===== src/rtl/credit_retry_buffer.sv =====
// Credit/retry ingress buffer: show-ahead data FIFO with slot reservation for
// retried requesters, a retry-ID queue and a saturating stall counter.
`timescale 1ns/1ps
module credit_retry_buffer #(
    parameter int DATA_W    = 5,
    parameter int ID_W      = 3,
    parameter int DEPTH     = 4,
    parameter int RQ_DEPTH  = 2,
    parameter int RETRY_CYC = 2
) (
    input  logic              clk,
    input  logic              reset_n,
    input  logic              rx_valid_i,
    input  logic [ID_W-1:0]   rx_id_i,
    input  logic [DATA_W-1:0] rx_payload_i,
    input  logic              rx_credit_i,
    output logic              rx_ready_o,
    output logic              rx_retry_o,
    output logic              tx_valid_o,
    output logic [ID_W-1:0]   tx_id_o,
    output logic [DATA_W-1:0] tx_payload_o,
    input  logic              tx_ready_i,
    output logic              credit_gnt_o,
    output logic [ID_W-1:0]   credit_id_o,
    output logic              err_o
);

    localparam int AW  = (DEPTH > 1) ? $clog2(DEPTH) : 1;
    localparam int RAW = (RQ_DEPTH > 1) ? $clog2(RQ_DEPTH) : 1;
    localparam int CW  = $clog2(DEPTH + 1);
    localparam int RCW = $clog2(RQ_DEPTH + 1);
    localparam int SW  = $clog2(RETRY_CYC + 1);

    localparam logic [CW:0]    DEPTH_C  = (CW + 1)'(DEPTH);
    localparam logic [RCW-1:0] RQ_FULL  = RCW'(RQ_DEPTH);
    localparam logic [SW-1:0]  STL_MAX  = SW'(RETRY_CYC);
    localparam logic [AW-1:0]  PTR_LAST = AW'(DEPTH - 1);
    localparam logic [RAW-1:0] RQ_LAST  = RAW'(RQ_DEPTH - 1);

    typedef struct packed {
        logic [ID_W-1:0]   id;
        logic [DATA_W-1:0] payload;
    } beat_t;

    beat_t           fifo_mem_q [DEPTH];
    logic [ID_W-1:0] rq_mem_q   [RQ_DEPTH];

    logic [AW-1:0]  wr_ptr_q, wr_ptr_d, rd_ptr_q, rd_ptr_d;
    logic [RAW-1:0] rq_wr_ptr_q, rq_wr_ptr_d, rq_rd_ptr_q, rq_rd_ptr_d;
    logic [CW-1:0]  cnt_q, cnt_d, rsv_q, rsv_d;
    logic [RCW-1:0] rq_cnt_q, rq_cnt_d;
    logic [SW-1:0]  stl_q, stl_d;
    logic           err_q, err_d;

    logic  slot_free, rq_empty, rq_full;
    logic  unc_acc, cr_acc, cr_err, push, pop, stall;
    beat_t head;

    // A slot is free only if neither buffered beats nor outstanding credits claim it.
    assign slot_free = ({1'b0, cnt_q} + {1'b0, rsv_q}) < DEPTH_C;
    assign rq_empty  = (rq_cnt_q == '0);
    assign rq_full   = (rq_cnt_q == RQ_FULL);

    assign rx_ready_o   = slot_free && rq_empty;
    assign unc_acc      = rx_valid_i && !rx_credit_i && rx_ready_o;
    assign cr_acc       = rx_valid_i && rx_credit_i && (rsv_q != '0);
    assign cr_err       = rx_valid_i && rx_credit_i && (rsv_q == '0);
    assign push         = unc_acc || cr_acc;
    assign stall        = rx_valid_i && !rx_credit_i && !rx_ready_o;
    assign rx_retry_o   = stall && (stl_q == STL_MAX) && !rq_full;
    assign credit_gnt_o = !rq_empty && slot_free;
    assign credit_id_o  = credit_gnt_o ? rq_mem_q[rq_rd_ptr_q] : '0;

    assign tx_valid_o   = (cnt_q != '0);
    assign pop          = tx_valid_o && tx_ready_i;
    assign head         = fifo_mem_q[rd_ptr_q];
    assign tx_id_o      = tx_valid_o ? head.id : '0;
    assign tx_payload_o = tx_valid_o ? head.payload : '0;
    assign err_o        = err_q;

    always_comb begin
        wr_ptr_d    = wr_ptr_q;
        rd_ptr_d    = rd_ptr_q;
        rq_wr_ptr_d = rq_wr_ptr_q;
        rq_rd_ptr_d = rq_rd_ptr_q;
        cnt_d       = cnt_q;
        rsv_d       = rsv_q;
        rq_cnt_d    = rq_cnt_q;
        stl_d       = stl_q;
        err_d       = err_q || cr_err;

        if (push) wr_ptr_d = (wr_ptr_q == PTR_LAST) ? '0 : wr_ptr_q + 1'b1;
        if (pop)  rd_ptr_d = (rd_ptr_q == PTR_LAST) ? '0 : rd_ptr_q + 1'b1;
        if (push && !pop)      cnt_d = cnt_q + 1'b1;
        else if (!push && pop) cnt_d = cnt_q - 1'b1;

        if (credit_gnt_o && !cr_acc)      rsv_d = rsv_q + 1'b1;
        else if (!credit_gnt_o && cr_acc) rsv_d = rsv_q - 1'b1;

        if (rx_retry_o)   rq_wr_ptr_d = (rq_wr_ptr_q == RQ_LAST) ? '0 : rq_wr_ptr_q + 1'b1;
        if (credit_gnt_o) rq_rd_ptr_d = (rq_rd_ptr_q == RQ_LAST) ? '0 : rq_rd_ptr_q + 1'b1;
        if (rx_retry_o && !credit_gnt_o)      rq_cnt_d = rq_cnt_q + 1'b1;
        else if (!rx_retry_o && credit_gnt_o) rq_cnt_d = rq_cnt_q - 1'b1;

        // A credited beat with no reservation leaves the stall count untouched.
        if (!rx_valid_i || push || rx_retry_o) stl_d = '0;
        else if (stall && stl_q != STL_MAX)    stl_d = stl_q + 1'b1;
    end

    always_ff @(posedge clk or negedge reset_n) begin
        if (!reset_n) begin
            wr_ptr_q    <= '0;
            rd_ptr_q    <= '0;
            rq_wr_ptr_q <= '0;
            rq_rd_ptr_q <= '0;
            cnt_q       <= '0;
            rsv_q       <= '0;
            rq_cnt_q    <= '0;
            stl_q       <= '0;
            err_q       <= 1'b0;
        end else begin
            wr_ptr_q    <= wr_ptr_d;
            rd_ptr_q    <= rd_ptr_d;
            rq_wr_ptr_q <= rq_wr_ptr_d;
            rq_rd_ptr_q <= rq_rd_ptr_d;
            cnt_q       <= cnt_d;
            rsv_q       <= rsv_d;
            rq_cnt_q    <= rq_cnt_d;
            stl_q       <= stl_d;
            err_q       <= err_d;
        end
    end

    // NOTE: storage arrays carry no reset; empty counts and output gating keep
    // stale contents invisible, so reset only touches pointers and counters.
    always_ff @(posedge clk) begin
        if (push)       fifo_mem_q[wr_ptr_q] <= '{id: rx_id_i, payload: rx_payload_i};
        if (rx_retry_o) rq_mem_q[rq_wr_ptr_q] <= rx_id_i;
    end

endmodule


===== config.mk =====
export PLATFORM = sky130hd
export DESIGN_NAME = credit_retry_buffer
export DESIGN_NICKNAME = d
export VERILOG_FILES = /design/src/rtl/credit_retry_buffer.sv
export SDC_FILE = /design/constraint.sdc
export NUM_CORES = 1
export LEC_CHECK = 0
export CAP_MARGIN = 20
export CORE_MARGIN = 5
export CORE_UTILIZATION = 55
export CTS_CLUSTER_SIZE = 8
export DETAILED_ROUTE_END_ITERATION = 16
export GPL_ROUTABILITY_DRIVEN = 0
export GPL_TIMING_DRIVEN = 0
export MAX_ROUTING_LAYER = met4
export PLACE_DENSITY_LB_ADDON = 0.2
export SYNTH_ARGS = -nofsm -noshare
export SYNTH_HDL_FRONTEND = slang
export SYNTH_SLANG_ARGS = --single-unit

===== constraint.sdc =====
create_clock -name clk -period 3.24 [get_ports clk]
set_input_delay 0.324 -clock clk [delete_from_list [all_inputs] [get_ports clk]]
set_output_delay 0.324 -clock clk [all_outputs]
set_load 0.02 [all_outputs]

==> results.md <==
* Data arrival, critical path at 2.53 ns
* #FFs+latches synth at 55
* Pleak at 1.137 nW
* Antenna cells at 0
* Setup bufs post-CTS at 0
* PwrDens at 936.8 nW/um2
* CTS tree: done
* Die height at 77.86 um
* Drt via density at 5.406
* Global-route wire length before repair at 7369 um
* Final setup fails at 0
* Tot GR Track Use at 0.1626
* Final setup TNS at 0 ns
* Hold Crit Class: input pin to asynchronous set/reset pin
* I/O pin total at 29
* Post-route cell area at 2989 um2
* Initial DRC Count at 74
* # rows at 24
* Final WS setup at 0.3827 ns
* Vias at 1319
* Vias in the first global route at 1444
* Pin count of the biggest net entering global routing at 18
* Die area at 6061 um2
* Period utilization at 0.8819
* Drt first pass iters at 4
* Multi-input gate area at 903.4 um2
* Yosys warns at 0
* Clk Latency, worst-skew pair at 0.31 ns
* Sequential fraction of the synthesis area at 0.6186
* Peak Freq at 350.0 MHz
* FF/Latch Area at 1567 um2
* Layout cells sized above 1 at 0.1823
* Hold slack at 0.4654 ns
* Die X-Extent at 77.86 um
* Dpl ws at 0.5919 ns
* WP buf/inv at 1
* Synth-to-layout area growth at 18.03%
* Root buffer cell: clkbuf_8
* Worst vdd ir at 0.4980 mV
* RSZ-0062 raised after global routing: no
* Final net count at 217
* # DRC at 0
* CP Capture Type: output port
* Worst Max-Slew Pin Slew at 0.7999 ns
* Post-route ant nets at 0
* Mapped Area at 2532 um2
* CTS Buffer Depth at 2
* Crit path cell chain: ha_1 > nor3_2 > o211ai_1 > nor2_1 > clkdlybuf4s50_1
* TritonCTS Buffers at 5
* Slowest CP cell: clkdlybuf4s50_1
* Required @ worst endpoint at 2.92 ns
* Post-synth EDFFs at 38
* Gate Count Post-Synth at 156
* Worst Skew at 0.005515 ns
* Max-cap viol count at 0
* WL/cell at 17.36 um
* Largest fanout on the critical path at 6
* Area post-placement at 2878 um2
* Post-CTS Hold Fix Bufs at 0
* Remaining global-route overflow at 0
* Crit Path Class: flop to output port
* Worst slew margin at 0.4651
* Post-synth ARST share at 0.3091
* Post-DP HPWL at 2969 um
* Initial antenna violation count at 0
* Post-cts sizing count at 0
* Port Buffers at 28
* Commonest non-fill, non-tap cells in the layout: 38 x edfxtp_1, 28 x clkdlybuf4s50_1, 17 x dfrtp_1
* Most used DFF post-synth: edfxtp_1
* Initial core utilization at 0.5737
* Final Max Tran Viols at 0
* Crit path launch type: flop
* Post-synthesis cell type count at 36
* CORE AREA at 4414 um2
* Most common cell after layout, fill and taps aside: edfxtp_1
* WL final at 4235 um
* Clock transition at path regs at 0.10 ns
* Final hold vios at 0
* Post-Syn Nets at 182
* Max stage delay on crit path at 0.62 ns
* Final min period at 2.857 ns
* Top delay family on crit path: buffers and inverters
* # H-tree levels at 2
* TritonCTS Sinks at 55
* Syn avg cell area at 16.23 um2
* Status: completed
* Filler cells at 312
-- path summary, 6_finish.rpt --
kind                                      start                       to  slack, ns  depth (start not counted)
max                        rsv_q[2]$_DFFE_PN0P_           credit_id_o[1]       0.38                          5
min                                     reset_n          err_o$_DFF_PN0_       0.47                          1
max reg2reg                rsv_q[2]$_DFFE_PN0P_     rsv_q[2]$_DFFE_PN0P_       0.56                         10
min reg2reg                     err_o$_DFF_PN0_          err_o$_DFF_PN0_       0.47                          1
max in group asynchronous               reset_n  rd_ptr_q[1]$_DFFE_PN0P_       2.28                          1
min in group clk                err_o$_DFF_PN0_          err_o$_DFF_PN0_       0.47                          1
-- synthesized netlist by cell type, types with 3 or more instances --
cell type,count,area (um2)
nor2b_1,3,18.77
nor2_1,11,41.29
edfxtp_1,38,1141
inv_1,9,33.78
xor2_1,7,61.31
mux2i_1,3,30.03
dfrtp_1,17,425.4
xnor2_1,4,35.03
mux4_2,8,180.2
and2b_2,4,35.03
and2_1,9,56.30
ha_1,11,137.6
mux2_2,4,45.04
-- worst reg2reg max path, stage by stage, from the launching register on --
cell and delay, ns:
dfrtp_1 0.47, ha_1 0.33, nor3_2 0.27, o211ai_1 0.35, inv_1 0.17, ha_1 0.20
inv_1 0.06, fa_1 0.37, xor2_1 0.15, nor2_1 0.12, xor2_1 0.14
-- area by class of cell --
class | instances | share of cell area
multi-input combinational | 87 | 0.3022
buffer | 5 | 0.009627
inverter | 9 | 0.01130
clock inverter | 3 | 0.01423
sequential | 55 | 0.5241
clock buffer | 5 | 0.02302
timing repair buffer | 28 | 0.09376
tap | 52 | 0.02177
-- registers in the layout (all words and copies together) (netlist names), 2 cells and up --
signal / cells
rsv_q: 3
rq_cnt_q: 2
rd_ptr_q: 2
cnt_q: 3
stl_q: 2
fifo_mem_q: 32
rq_mem_q: 6
wr_ptr_q: 2
-- through the flow --
stage / power (W) / util / std cells
4_1_cts: 0.002835 / 0.6772 / 244
6_report: 0.002800 / 0.6772 / 244
3_3_place_gp: 0.002316 / 0.6519 / 236
3_5_place_dp: 0.002374 / 0.6519 / 236
5_1_grt: 0.002996 / 0.6772 / 244
2_1_floorplan: 0.001941 / - / 156
-- layer usage --
metal,vias to the layer above,GRT usage,wire length [um]
li1,643,-,-
met1,647,0.2134,1930
met2,23,0.2496,2068
met3,6,0.03935,174
met4,0,0.05326,61
met5,-,-,0
-- cell families (layout without fill, tap and decap cells) --
family,after synthesis,after routing,share of synthesized area
AO/OA/AOI/OAI,8,8,0.03903
XOR/XNOR,11,11,0.03804
multiplexers,17,17,0.1126
AND/OR/NAND/NOR,38,38,0.09684
flip-flops,55,55,0.6186
adder cells (fa/ha/maj),13,13,0.07016
buffers and inverters,14,50,0.02470
-- report_power, final --
part	internal [W]	switching, W
combinational	0.000662	0.000637
clock	0.000231	0.000226
sequential	0.000916	0.000129
total	0.00181	0.000992
No activity file was read; power rests on OpenSTA's default activity.
